--- config.mk ---
export PLATFORM = sky130hd
export DESIGN_NAME = uart_dce_echo_mp
export DESIGN_NICKNAME = d
export VERILOG_FILES = /design/src/rtl/uart_dce_pkg.sv /design/src/rtl/uart_dce_port.sv /design/src/rtl/uart_dce_echo_mp.sv
export SDC_FILE = /design/constraint.sdc
export NUM_CORES = 1
export LEC_CHECK = 0
export ABC_AREA = 1
export CAP_MARGIN = 10
export CORE_MARGIN = 3
export CORE_UTILIZATION = 55
export CTS_CLUSTER_DIAMETER = 100
export DETAILED_ROUTE_END_ITERATION = 7
export PLACE_DENSITY = 0.75
export SLEW_MARGIN = 20
export SYNTH_ARGS = -nofsm -noshare
export SYNTH_HDL_FRONTEND = slang
export SYNTH_SLANG_ARGS = --single-unit
--- constraint.sdc ---
create_clock -name clock10M -period 2.79 [get_ports clock10M]
set_input_delay 0.558 -clock clock10M [delete_from_list [all_inputs] [get_ports clock10M]]
set_output_delay 0.558 -clock clock10M [all_outputs]
set_load 0.02 [all_outputs]
--- src/rtl/uart_dce_pkg.sv ---
// Shared types and constants for the multi-port UART DCE echo endpoint.
// Parity support is selected with the UART_DCE_PARITY_EN macro.
package uart_dce_pkg;

  typedef enum logic [2:0] {
    IDLE   = 3'd0,
    START  = 3'd1,
    DATA   = 3'd2,
    PARITY = 3'd3,
    STOP   = 3'd4
  } uart_state_e;

  localparam int DATA_BITS = 8;

  function automatic int frame_bits();
`ifdef UART_DCE_PARITY_EN
    return 11;
`else
    return 10;
`endif
  endfunction

endpackage

--- src/rtl/uart_dce_port.sv ---
// One UART DCE echo channel: synchronisers, RX deserialiser, byte FIFO,
// RTS/CTS-gated TX serialiser and sticky status. Parity via UART_DCE_PARITY_EN.
//
// state  | meaning
// IDLE   | line idle; RX waits for a falling edge, TX waits for data and rts
// START  | RX: half-bit check of the start bit; TX: driving the start bit
// DATA   | eight data bits, LSB first, one per bit period
// PARITY | even parity bit (only with UART_DCE_PARITY_EN)
// STOP   | RX: stop-bit sample; TX: driving the stop bit
module uart_dce_port
  import uart_dce_pkg::*;
#(
  parameter int DIVISOR    = 87,
  parameter int FIFO_DEPTH = 16,
  parameter int CTS_MARGIN = 2
) (
  input  logic clk_i,
  input  logic rst_i,
  input  logic rts_i,
  input  logic txd_i,
  output logic cts_o,
  output logic rxd_o,
  output logic overflow_o,
  output logic frame_err_o
);

  localparam int AW = $clog2(FIFO_DEPTH);
  localparam int CW = $clog2(DIVISOR + 1);
  localparam logic [CW-1:0] BIT_LOAD  = CW'(DIVISOR - 1);
  localparam logic [CW-1:0] HALF_LOAD = CW'(DIVISOR / 2 - 1);
  localparam logic [AW:0]   DEPTH_C   = (AW + 1)'(FIFO_DEPTH);
  localparam logic [AW:0]   MARGIN_C  = (AW + 1)'(CTS_MARGIN);

  logic [1:0] txd_sync_q, rts_sync_q;
  logic       txd_prev_q;
  logic       rx_line, rts_ok;

  always_ff @(posedge clk_i) begin
    if (rst_i) begin
      txd_sync_q <= 2'b11;
      rts_sync_q <= 2'b00;
      txd_prev_q <= 1'b1;
    end else begin
      txd_sync_q <= {txd_sync_q[0], txd_i};
      rts_sync_q <= {rts_sync_q[0], rts_i};
      txd_prev_q <= txd_sync_q[1];
    end
  end

  assign rx_line = txd_sync_q[1];
  assign rts_ok  = rts_sync_q[1];

  // RX deserialiser
  uart_state_e       rx_state_q, rx_state_d;
  logic [CW-1:0]     rx_cnt_q, rx_cnt_d;
  logic [2:0]        rx_bit_q, rx_bit_d;
  logic [7:0]        rx_shift_q, rx_shift_d;
  logic              rx_tc, push, ferr_set;
`ifdef UART_DCE_PARITY_EN
  logic              rx_perr_q, rx_perr_d;
`endif

  assign rx_tc = (rx_cnt_q == '0);

  always_comb begin
    rx_state_d = rx_state_q;
    rx_cnt_d   = rx_cnt_q;
    rx_bit_d   = rx_bit_q;
    rx_shift_d = rx_shift_q;
    push       = 1'b0;
    ferr_set   = 1'b0;
`ifdef UART_DCE_PARITY_EN
    rx_perr_d  = rx_perr_q;
`endif
    unique case (rx_state_q)
      IDLE: begin
        if (txd_prev_q && !rx_line) begin
          rx_state_d = START;
          rx_cnt_d   = HALF_LOAD;
        end
      end
      START: begin
        if (!rx_tc) begin
          rx_cnt_d = rx_cnt_q - CW'(1);
        end else if (rx_line) begin
          rx_state_d = IDLE;
        end else begin
          rx_state_d = DATA;
          rx_cnt_d   = BIT_LOAD;
          rx_bit_d   = 3'd0;
`ifdef UART_DCE_PARITY_EN
          rx_perr_d  = 1'b0;
`endif
        end
      end
      DATA: begin
        if (!rx_tc) begin
          rx_cnt_d = rx_cnt_q - CW'(1);
        end else begin
          rx_shift_d = {rx_line, rx_shift_q[7:1]};
          rx_cnt_d   = BIT_LOAD;
          rx_bit_d   = rx_bit_q + 3'd1;
          if (rx_bit_q == 3'd7) begin
`ifdef UART_DCE_PARITY_EN
            rx_state_d = PARITY;
`else
            rx_state_d = STOP;
`endif
          end
        end
      end
`ifdef UART_DCE_PARITY_EN
      PARITY: begin
        if (!rx_tc) begin
          rx_cnt_d = rx_cnt_q - CW'(1);
        end else begin
          rx_perr_d  = (rx_line != ^rx_shift_q);
          rx_cnt_d   = BIT_LOAD;
          rx_state_d = STOP;
        end
      end
`endif
      STOP: begin
        if (!rx_tc) begin
          rx_cnt_d = rx_cnt_q - CW'(1);
        end else begin
          rx_state_d = IDLE;
`ifdef UART_DCE_PARITY_EN
          if (rx_line && !rx_perr_q) push = 1'b1;
`else
          if (rx_line) push = 1'b1;
`endif
          else ferr_set = 1'b1;
        end
      end
      default: rx_state_d = IDLE;
    endcase
  end

  always_ff @(posedge clk_i) begin
    if (rst_i) begin
      rx_state_q <= IDLE;
      rx_cnt_q   <= '0;
      rx_bit_q   <= '0;
      rx_shift_q <= '0;
`ifdef UART_DCE_PARITY_EN
      rx_perr_q  <= 1'b0;
`endif
    end else begin
      rx_state_q <= rx_state_d;
      rx_cnt_q   <= rx_cnt_d;
      rx_bit_q   <= rx_bit_d;
      rx_shift_q <= rx_shift_d;
`ifdef UART_DCE_PARITY_EN
      rx_perr_q  <= rx_perr_d;
`endif
    end
  end

  // Byte FIFO; a push into a full FIFO is still accepted if a pop frees a slot
  logic [7:0]    mem_q [FIFO_DEPTH];
  logic [AW-1:0] wr_ptr_q, rd_ptr_q;
  logic [AW:0]   count_q, count_d;
  logic          pop, push_ok, ovf_set, full, empty;
  logic          cts_q, ovf_q, ferr_q;

  assign full    = (count_q == DEPTH_C);
  assign empty   = (count_q == '0);
  assign push_ok = push && (!full || pop);
  assign ovf_set = push && full && !pop;

  always_comb begin
    count_d = count_q;
    unique case ({push_ok, pop})
      2'b10:   count_d = count_q + (AW + 1)'(1);
      2'b01:   count_d = count_q - (AW + 1)'(1);
      default: count_d = count_q;
    endcase
  end

  always_ff @(posedge clk_i) begin
    if (push_ok) mem_q[wr_ptr_q] <= rx_shift_q;
  end

  always_ff @(posedge clk_i) begin
    if (rst_i) begin
      wr_ptr_q <= '0;
      rd_ptr_q <= '0;
      count_q  <= '0;
      cts_q    <= 1'b0;
      ovf_q    <= 1'b0;
      ferr_q   <= 1'b0;
    end else begin
      if (push_ok) wr_ptr_q <= wr_ptr_q + AW'(1);
      if (pop)     rd_ptr_q <= rd_ptr_q + AW'(1);
      count_q <= count_d;
      cts_q   <= (DEPTH_C - count_d) > MARGIN_C;
      ovf_q   <= ovf_q | ovf_set;
      ferr_q  <= ferr_q | ferr_set;
    end
  end

  // TX serialiser
  uart_state_e   tx_state_q, tx_state_d;
  logic [CW-1:0] tx_cnt_q, tx_cnt_d;
  logic [2:0]    tx_bit_q, tx_bit_d;
  logic [7:0]    tx_shift_q, tx_shift_d;
  logic          rxd_q, rxd_d, tx_tc;
`ifdef UART_DCE_PARITY_EN
  logic          tx_par_q, tx_par_d;
`endif

  assign tx_tc = (tx_cnt_q == '0);

  always_comb begin
    tx_state_d = tx_state_q;
    tx_cnt_d   = tx_cnt_q;
    tx_bit_d   = tx_bit_q;
    tx_shift_d = tx_shift_q;
    rxd_d      = rxd_q;
    pop        = 1'b0;
`ifdef UART_DCE_PARITY_EN
    tx_par_d   = tx_par_q;
`endif
    unique case (tx_state_q)
      IDLE: begin
        rxd_d = 1'b1;
        if (!empty && rts_ok) begin
          pop        = 1'b1;
          tx_shift_d = mem_q[rd_ptr_q];
`ifdef UART_DCE_PARITY_EN
          tx_par_d   = ^mem_q[rd_ptr_q];
`endif
          rxd_d      = 1'b0;
          tx_cnt_d   = BIT_LOAD;
          tx_state_d = START;
        end
      end
      START: begin
        if (!tx_tc) begin
          tx_cnt_d = tx_cnt_q - CW'(1);
        end else begin
          rxd_d      = tx_shift_q[0];
          tx_bit_d   = 3'd0;
          tx_cnt_d   = BIT_LOAD;
          tx_state_d = DATA;
        end
      end
      DATA: begin
        if (!tx_tc) begin
          tx_cnt_d = tx_cnt_q - CW'(1);
        end else begin
          tx_cnt_d = BIT_LOAD;
          if (tx_bit_q == 3'd7) begin
`ifdef UART_DCE_PARITY_EN
            rxd_d      = tx_par_q;
            tx_state_d = PARITY;
`else
            rxd_d      = 1'b1;
            tx_state_d = STOP;
`endif
          end else begin
            rxd_d      = tx_shift_q[1];
            tx_shift_d = {1'b0, tx_shift_q[7:1]};
            tx_bit_d   = tx_bit_q + 3'd1;
          end
        end
      end
`ifdef UART_DCE_PARITY_EN
      PARITY: begin
        if (!tx_tc) begin
          tx_cnt_d = tx_cnt_q - CW'(1);
        end else begin
          rxd_d      = 1'b1;
          tx_cnt_d   = BIT_LOAD;
          tx_state_d = STOP;
        end
      end
`endif
      STOP: begin
        if (!tx_tc) tx_cnt_d = tx_cnt_q - CW'(1);
        else        tx_state_d = IDLE;
      end
      default: tx_state_d = IDLE;
    endcase
  end

  always_ff @(posedge clk_i) begin
    if (rst_i) begin
      tx_state_q <= IDLE;
      tx_cnt_q   <= '0;
      tx_bit_q   <= '0;
      tx_shift_q <= '0;
      rxd_q      <= 1'b1;
`ifdef UART_DCE_PARITY_EN
      tx_par_q   <= 1'b0;
`endif
    end else begin
      tx_state_q <= tx_state_d;
      tx_cnt_q   <= tx_cnt_d;
      tx_bit_q   <= tx_bit_d;
      tx_shift_q <= tx_shift_d;
      rxd_q      <= rxd_d;
`ifdef UART_DCE_PARITY_EN
      tx_par_q   <= tx_par_d;
`endif
    end
  end

  assign cts_o       = cts_q;
  assign rxd_o       = rxd_q;
  assign overflow_o  = ovf_q;
  assign frame_err_o = ferr_q;

endmodule

--- src/rtl/uart_dce_echo_mp.sv ---
// Multi-port UART DCE echo endpoint: NUM_PORTS independent echo channels plus
// per-port divisor export. Even parity is enabled with UART_DCE_PARITY_EN.
module uart_dce_echo_mp
  import uart_dce_pkg::*;
#(
  parameter int NUM_PORTS  = 2,
  parameter int DIVISOR    = 87,
  parameter int FIFO_DEPTH = 16,
  parameter int CTS_MARGIN = 2
) (
  input  logic                    clock10M,
  input  logic                    reset,
  input  logic [NUM_PORTS-1:0]    rts,
  output logic [NUM_PORTS-1:0]    cts,
  input  logic [NUM_PORTS-1:0]    txd,
  output logic [NUM_PORTS-1:0]    rxd,
  output logic [32*NUM_PORTS-1:0] dbr,
  output logic [NUM_PORTS-1:0]    overflow,
  output logic [NUM_PORTS-1:0]    frame_err
);

  for (genvar p = 0; p < NUM_PORTS; p++) begin : g_port
    uart_dce_port #(
      .DIVISOR   (DIVISOR),
      .FIFO_DEPTH(FIFO_DEPTH),
      .CTS_MARGIN(CTS_MARGIN)
    ) u_port (
      .clk_i      (clock10M),
      .rst_i      (reset),
      .rts_i      (rts[p]),
      .txd_i      (txd[p]),
      .cts_o      (cts[p]),
      .rxd_o      (rxd[p]),
      .overflow_o (overflow[p]),
      .frame_err_o(frame_err[p])
    );

    // Constant even through reset so the transactor can lock before release
    assign dbr[32*p +: 32] = 32'(DIVISOR);
  end

endmodule

==> summary.txt <==
Setup path
  • Worst r2r dst: g_port[1].u_port.cts_o
  • CP max stage delay: about 0.39 ns
  • Worst r2r path cells: 15
  • CP top delay family: simple AND/OR/NAND/NOR gates
  • Worst EP arrival: ~3.1 ns
  • Crit Path Max Fanout: 5
  • Critical Path Source Type: flop
  • Crit-path cells: nor2_2, and3_4, nand3_2, nor2_2, inv_2, nor2_4, nand2_2, buf_4, ha_2, xor2_2, ha_1, or2_2, nand2_1, nand2_1, nand2_1
  • Crit path max-delay cell type: ha_2
  • Element type at the critical path end: flop
  • Worst path most repeated cell: nand2_1
  • CP Class: reg -> reg
  • FF-to-FF setup slack: between 0.15 and 0.2 ns
  • CP required: 3.27 ns
  • Critical path buffer and inverter count: 2
  • RR Startpoint: g_port[1].u_port.rx_cnt_q[4]

Pwr
  • Pwr Density: around 840 nW/um^2
  • Maximum VDD drop: ~0.00080 V
  • Leakage power: between 7 and 8 nW

Hold path
  • Hold path startpoint: g_port[1].u_port.rts_sync_q[0]
  • Hold Crit Depth: 2
  • Min-delay worst type: reg -> reg
  • Worst Hold Endpoint: g_port[1].u_port.rts_sync_q[1]

Synthesis
  • XOR/XNOR share of the synthesized area: less than 1%
  • Largest family of logic cells by synthesized area: simple AND/OR/NAND/NOR gates
  • Fraction of registers with async set/reset: 0%
  • Mapped Avg Cell Area: between 10 and 15 sq um
  • Fraction of the mapped netlist area in simple logic gates: 13.3%
  • Area contributors post-synth: edfxtp_1, dfxtp_1, nor2_1
  • Mapped Cells: ~1700
  • Synth Cell Area: about 17000 sq um
  • Register area share after synthesis: 60.1%
  • Synth warnings: 0
  • Post-synth top flop: edfxtp_1
  • Number of flops mapped to enable cells by yosys: about 260
  • Post-synth top area share: between 40% and 50%
  • Synth area leader: edfxtp_1
  • Mux cell area share after synthesis: 1.85%
  • Synth Register Bits: ~390
  • Yosys cell types: 57
  • Synth Area in Compound Gates: 12.9%
  • Post-Synth Adder-Cell Area: around 2.6%

Route
  • Routed Antenna Nets: 0
  • Vias/cell: between 5 and 6
  • Post-DR wirelength/cell: between 15 and 20 um
  • Vias: 12100
  • DRT Pass-1 Iters: 7
  • Initial drt markers: around 1000
  • DRC viols: 0
  • Final WL: around 36000 um

Layout
  • Filler cells: around 2400
  • Final core occ: between 60% and 70%
  • Area grow syn2layout: 11.2%
  • Antenna diodes: 0
  • Ratio of cells with drive above 1 in the final layout: approximately an eighth
  • Final #Nets: ~1800

Flow run
  • Max Cap Viol: 0

STA
  • WHS: roughly 0.40 ns
  • Final Cycle Share: between 90 and 100%
  • Max frequency: approximately 380 MHz
  • RSZ-0062 raised after global routing: true
  • Final hold vios: 0
  • Worst Skew: between 0.015 and 0.02 ns
  • Worst Tran Pin Value: approximately 0.83 ns
  • Final setup vio count: 0
  • Final Critical Period: 2.63 ns
  • Worst slew margin: approximately 44%
  • Max-slew violation count: 0

Floorplan
  • Die Width: ~180 um
  • Initial Util: a little under three fifths
  • Die H: between 150 and 200 um
  • Num ports: between 70 and 80
  • Core area: 30800 sq um
  • Die area: 33700 sq um
  • # rows: 64

Global route
  • Initial antenna violation count: 0
  • Grt total ovfl: 0
  • First-pass GRT wire length: roughly 57000 um
  • Vias in the first global route: ~12000
  • Total Routing Usage GR: between 20 and 25%
  • Largest net degree at the start of global routing: about 70

Place
  • Port Buffers: 13
  • Final HPWL DP: around 23000 um
  • RD Place Congestion: 0.872

Clock tree
  • Clock tree root buffer cell: clkbuf_16
  • Clk buf depth: 3
  • Clk slew on worst S/H paths: around 0.060 ns
  • H-Tree Level Count: 2
  • TritonCTS Buffers: 40
  • Clock latency on the worst-skew pair: between 0.5 and 0.6 ns
  • Hold_buf cts: 0
  • CTS tree: yes
  • Sink Count: 392

Status
  • Outcome: completed
-- flip-flops by register name, summed over array words and instances, names as in the netlist, named ones only --
name                       flops
g_port.u_port.mem_q          256
g_port.u_port.rx_shift_q      16
g_port.u_port.tx_shift_q      16
g_port.u_port.rx_cnt_q        14
g_port.u_port.tx_cnt_q        14
g_port.u_port.count_q         10
g_port.u_port.rd_ptr_q         8
g_port.u_port.wr_ptr_q         8
g_port.u_port.rx_bit_q         6
g_port.u_port.rx_state_q       6
g_port.u_port.tx_bit_q         6
g_port.u_port.tx_state_q       6
g_port.u_port.rts_sync_q       4
g_port.u_port.txd_sync_q       4
g_port.u_port.cts_o            2
g_port.u_port.frame_err_o      2
g_port.u_port.overflow_o       2
g_port.u_port.rxd_o            2
g_port.u_port.txd_prev_q       2
-- how the worst max path moves through the flow --
stage                     cells past startpoint  slack [ns]                endpoint                    startpoint
final                                        15        0.16  g_port[1].u_port.cts_o  g_port[1].u_port.rx_cnt_q[4]
after CTS                                    21        0.03  g_port[1].u_port.cts_o  g_port[1].u_port.rx_cnt_q[3]
after detailed placement                     20       -0.05  g_port[1].u_port.cts_o  g_port[1].u_port.rx_cnt_q[3]
after global placement                       21        0.03  g_port[1].u_port.cts_o  g_port[1].u_port.rx_cnt_q[3]
after floorplan                              20        0.02  g_port[1].u_port.cts_o  g_port[1].u_port.rx_cnt_q[3]
after global routing                         22       -0.07  g_port[1].u_port.cts_o  g_port[1].u_port.rx_cnt_q[4]
-- tightest hold or removal path, cell delays in order, from the launching register on --
cell and delay [ns]:
dfxtp_1 0.29, inv_1 0.04, nor2_1 0.03
-- what timing repair did --
action	in CTS	in global routing
setup endpoints to repair	1	4
buffers inserted	0	2
pin swaps	1	15
resized for setup	3	32
-- where the power goes --
| part | switching, mW | total (mW) | internal, mW |
|---|---|---|---|
| sequential | 0.472 | 7.17 | 6.70 |
| combinational | 2.49 | 3.89 | 1.41 |
| clock | 2.14 | 5.14 | 3.00 |
-- area by class of cell --
cell class                 instances  area (sq um)  share of cell area, %
tap                              396           495                   2.57
timing repair buffer              84           671                   3.48
inverter                         170           643                   3.34
clock inverter                    22           164                  0.850
clock buffer                      49          1110                   5.74
sequential                       392         10400                   54.0
multi-input combinational       1061          5780                   30.0
-- placed cells by master, fill, tap and decap left out, types with 5 or more instances in the layout --
cell | Yosys | layout
inv_2 | 18 | 26
nor2_1 | 228 | 223
dfxtp_1 | 136 | 132
buf_4 | 75 | 70
mux2i_1 | 32 | 32
xor2_1 | 13 | 11
nor3_1 | 8 | 8
clkbuf_8 | 1 | 5
clkdlybuf4s50_1 | 0 | 12
nor2_4 | 4 | 5
conb_1 | 2 | 64
o21ai_0 | 170 | 165
edfxtp_1 | 256 | 256
o211ai_1 | 33 | 33
nand2_1 | 180 | 180
o2111ai_1 | 6 | 6
or2_2 | 5 | 5
inv_1 | 150 | 141
clkinv_1 | 0 | 6
a21oi_1 | 103 | 102
a211oi_1 | 6 | 6
o22ai_1 | 11 | 11
a31oi_1 | 10 | 10
nor2_2 | 8 | 12
nand3_2 | 5 | 5
nand4_1 | 6 | 6
ha_1 | 34 | 28
nand3_1 | 58 | 58
clkbuf_16 | 0 | 41
o21ai_1 | 11 | 15
nand2_2 | 9 | 9
clkinv_2 | 0 | 12
o221ai_1 | 22 | 22
-- synthesized netlist by cell type (all sizes together), types with 2 or more instances --
| cell | count |
|---|---|
| buf | 90 |
| mux2i | 32 |
| o221ai | 22 |
| xor2 | 13 |
| conb | 2 |
| a31oi | 10 |
| nand3b | 2 |
| xnor2 | 3 |
| o2111ai | 6 |
| o211a | 3 |
| nor3 | 9 |
| nor2 | 241 |
| clkbuf | 47 |
| edfxtp | 256 |
| o211ai | 33 |
| nand3 | 65 |
| o21ai | 182 |
| dfxtp | 136 |
| a21oi | 104 |
| ha | 34 |
| nand2 | 191 |
| o22ai | 12 |
| a211oi | 6 |
| nand4 | 7 |
| inv | 170 |
| a221oi | 3 |
| nor3b | 3 |
| or2 | 5 |
| o21a | 2 |
-- through the flow --
| step | TNS [ns] | cell area (sq um) | worst slack [ns] | cells | total power, mW |
|---|---|---|---|---|---|
| 6_report | 0 | 19300 | 0.157 | 2174 | 16.2 |
| 3_5_place_dp | -0.0468 | 17900 | -0.0468 | 2101 | 11.0 |
| 4_1_cts | 0 | 19200 | 0.0258 | 2172 | 16.1 |
| 2_1_floorplan | 0 | 17600 | 0.0176 | 1760 | 10.0 |
| 5_1_grt | -0.0848 | 19300 | -0.0732 | 2174 | 17.1 |
| 3_3_place_gp | 0 | 17900 | 0.0253 | 2101 | 10.9 |
-- cells by family (layout without fill, tap and decap cells) --
group / after synthesis / in the layout
simple gates: 526 / 526
other cells: 2 / 64
flops: 392 / 392
fa+ha+maj: 35 / 35
xor+xnor: 16 / 16
mux: 32 / 32
buf+inv: 307 / 325
compound gates: 388 / 388
-- layer usage --
metal | vias to the layer above | track usage [%] | wire length [um]
met4 | 0 | 7.22 | 969
met2 | 437 | 36.2 | 17800
met1 | 5738 | 26.4 | 14500
met3 | 82 | 3.34 | 2530
met5 | - | 0 | 0
li1 | 5827 | - | -
Power figures use the tool's default switching activity.
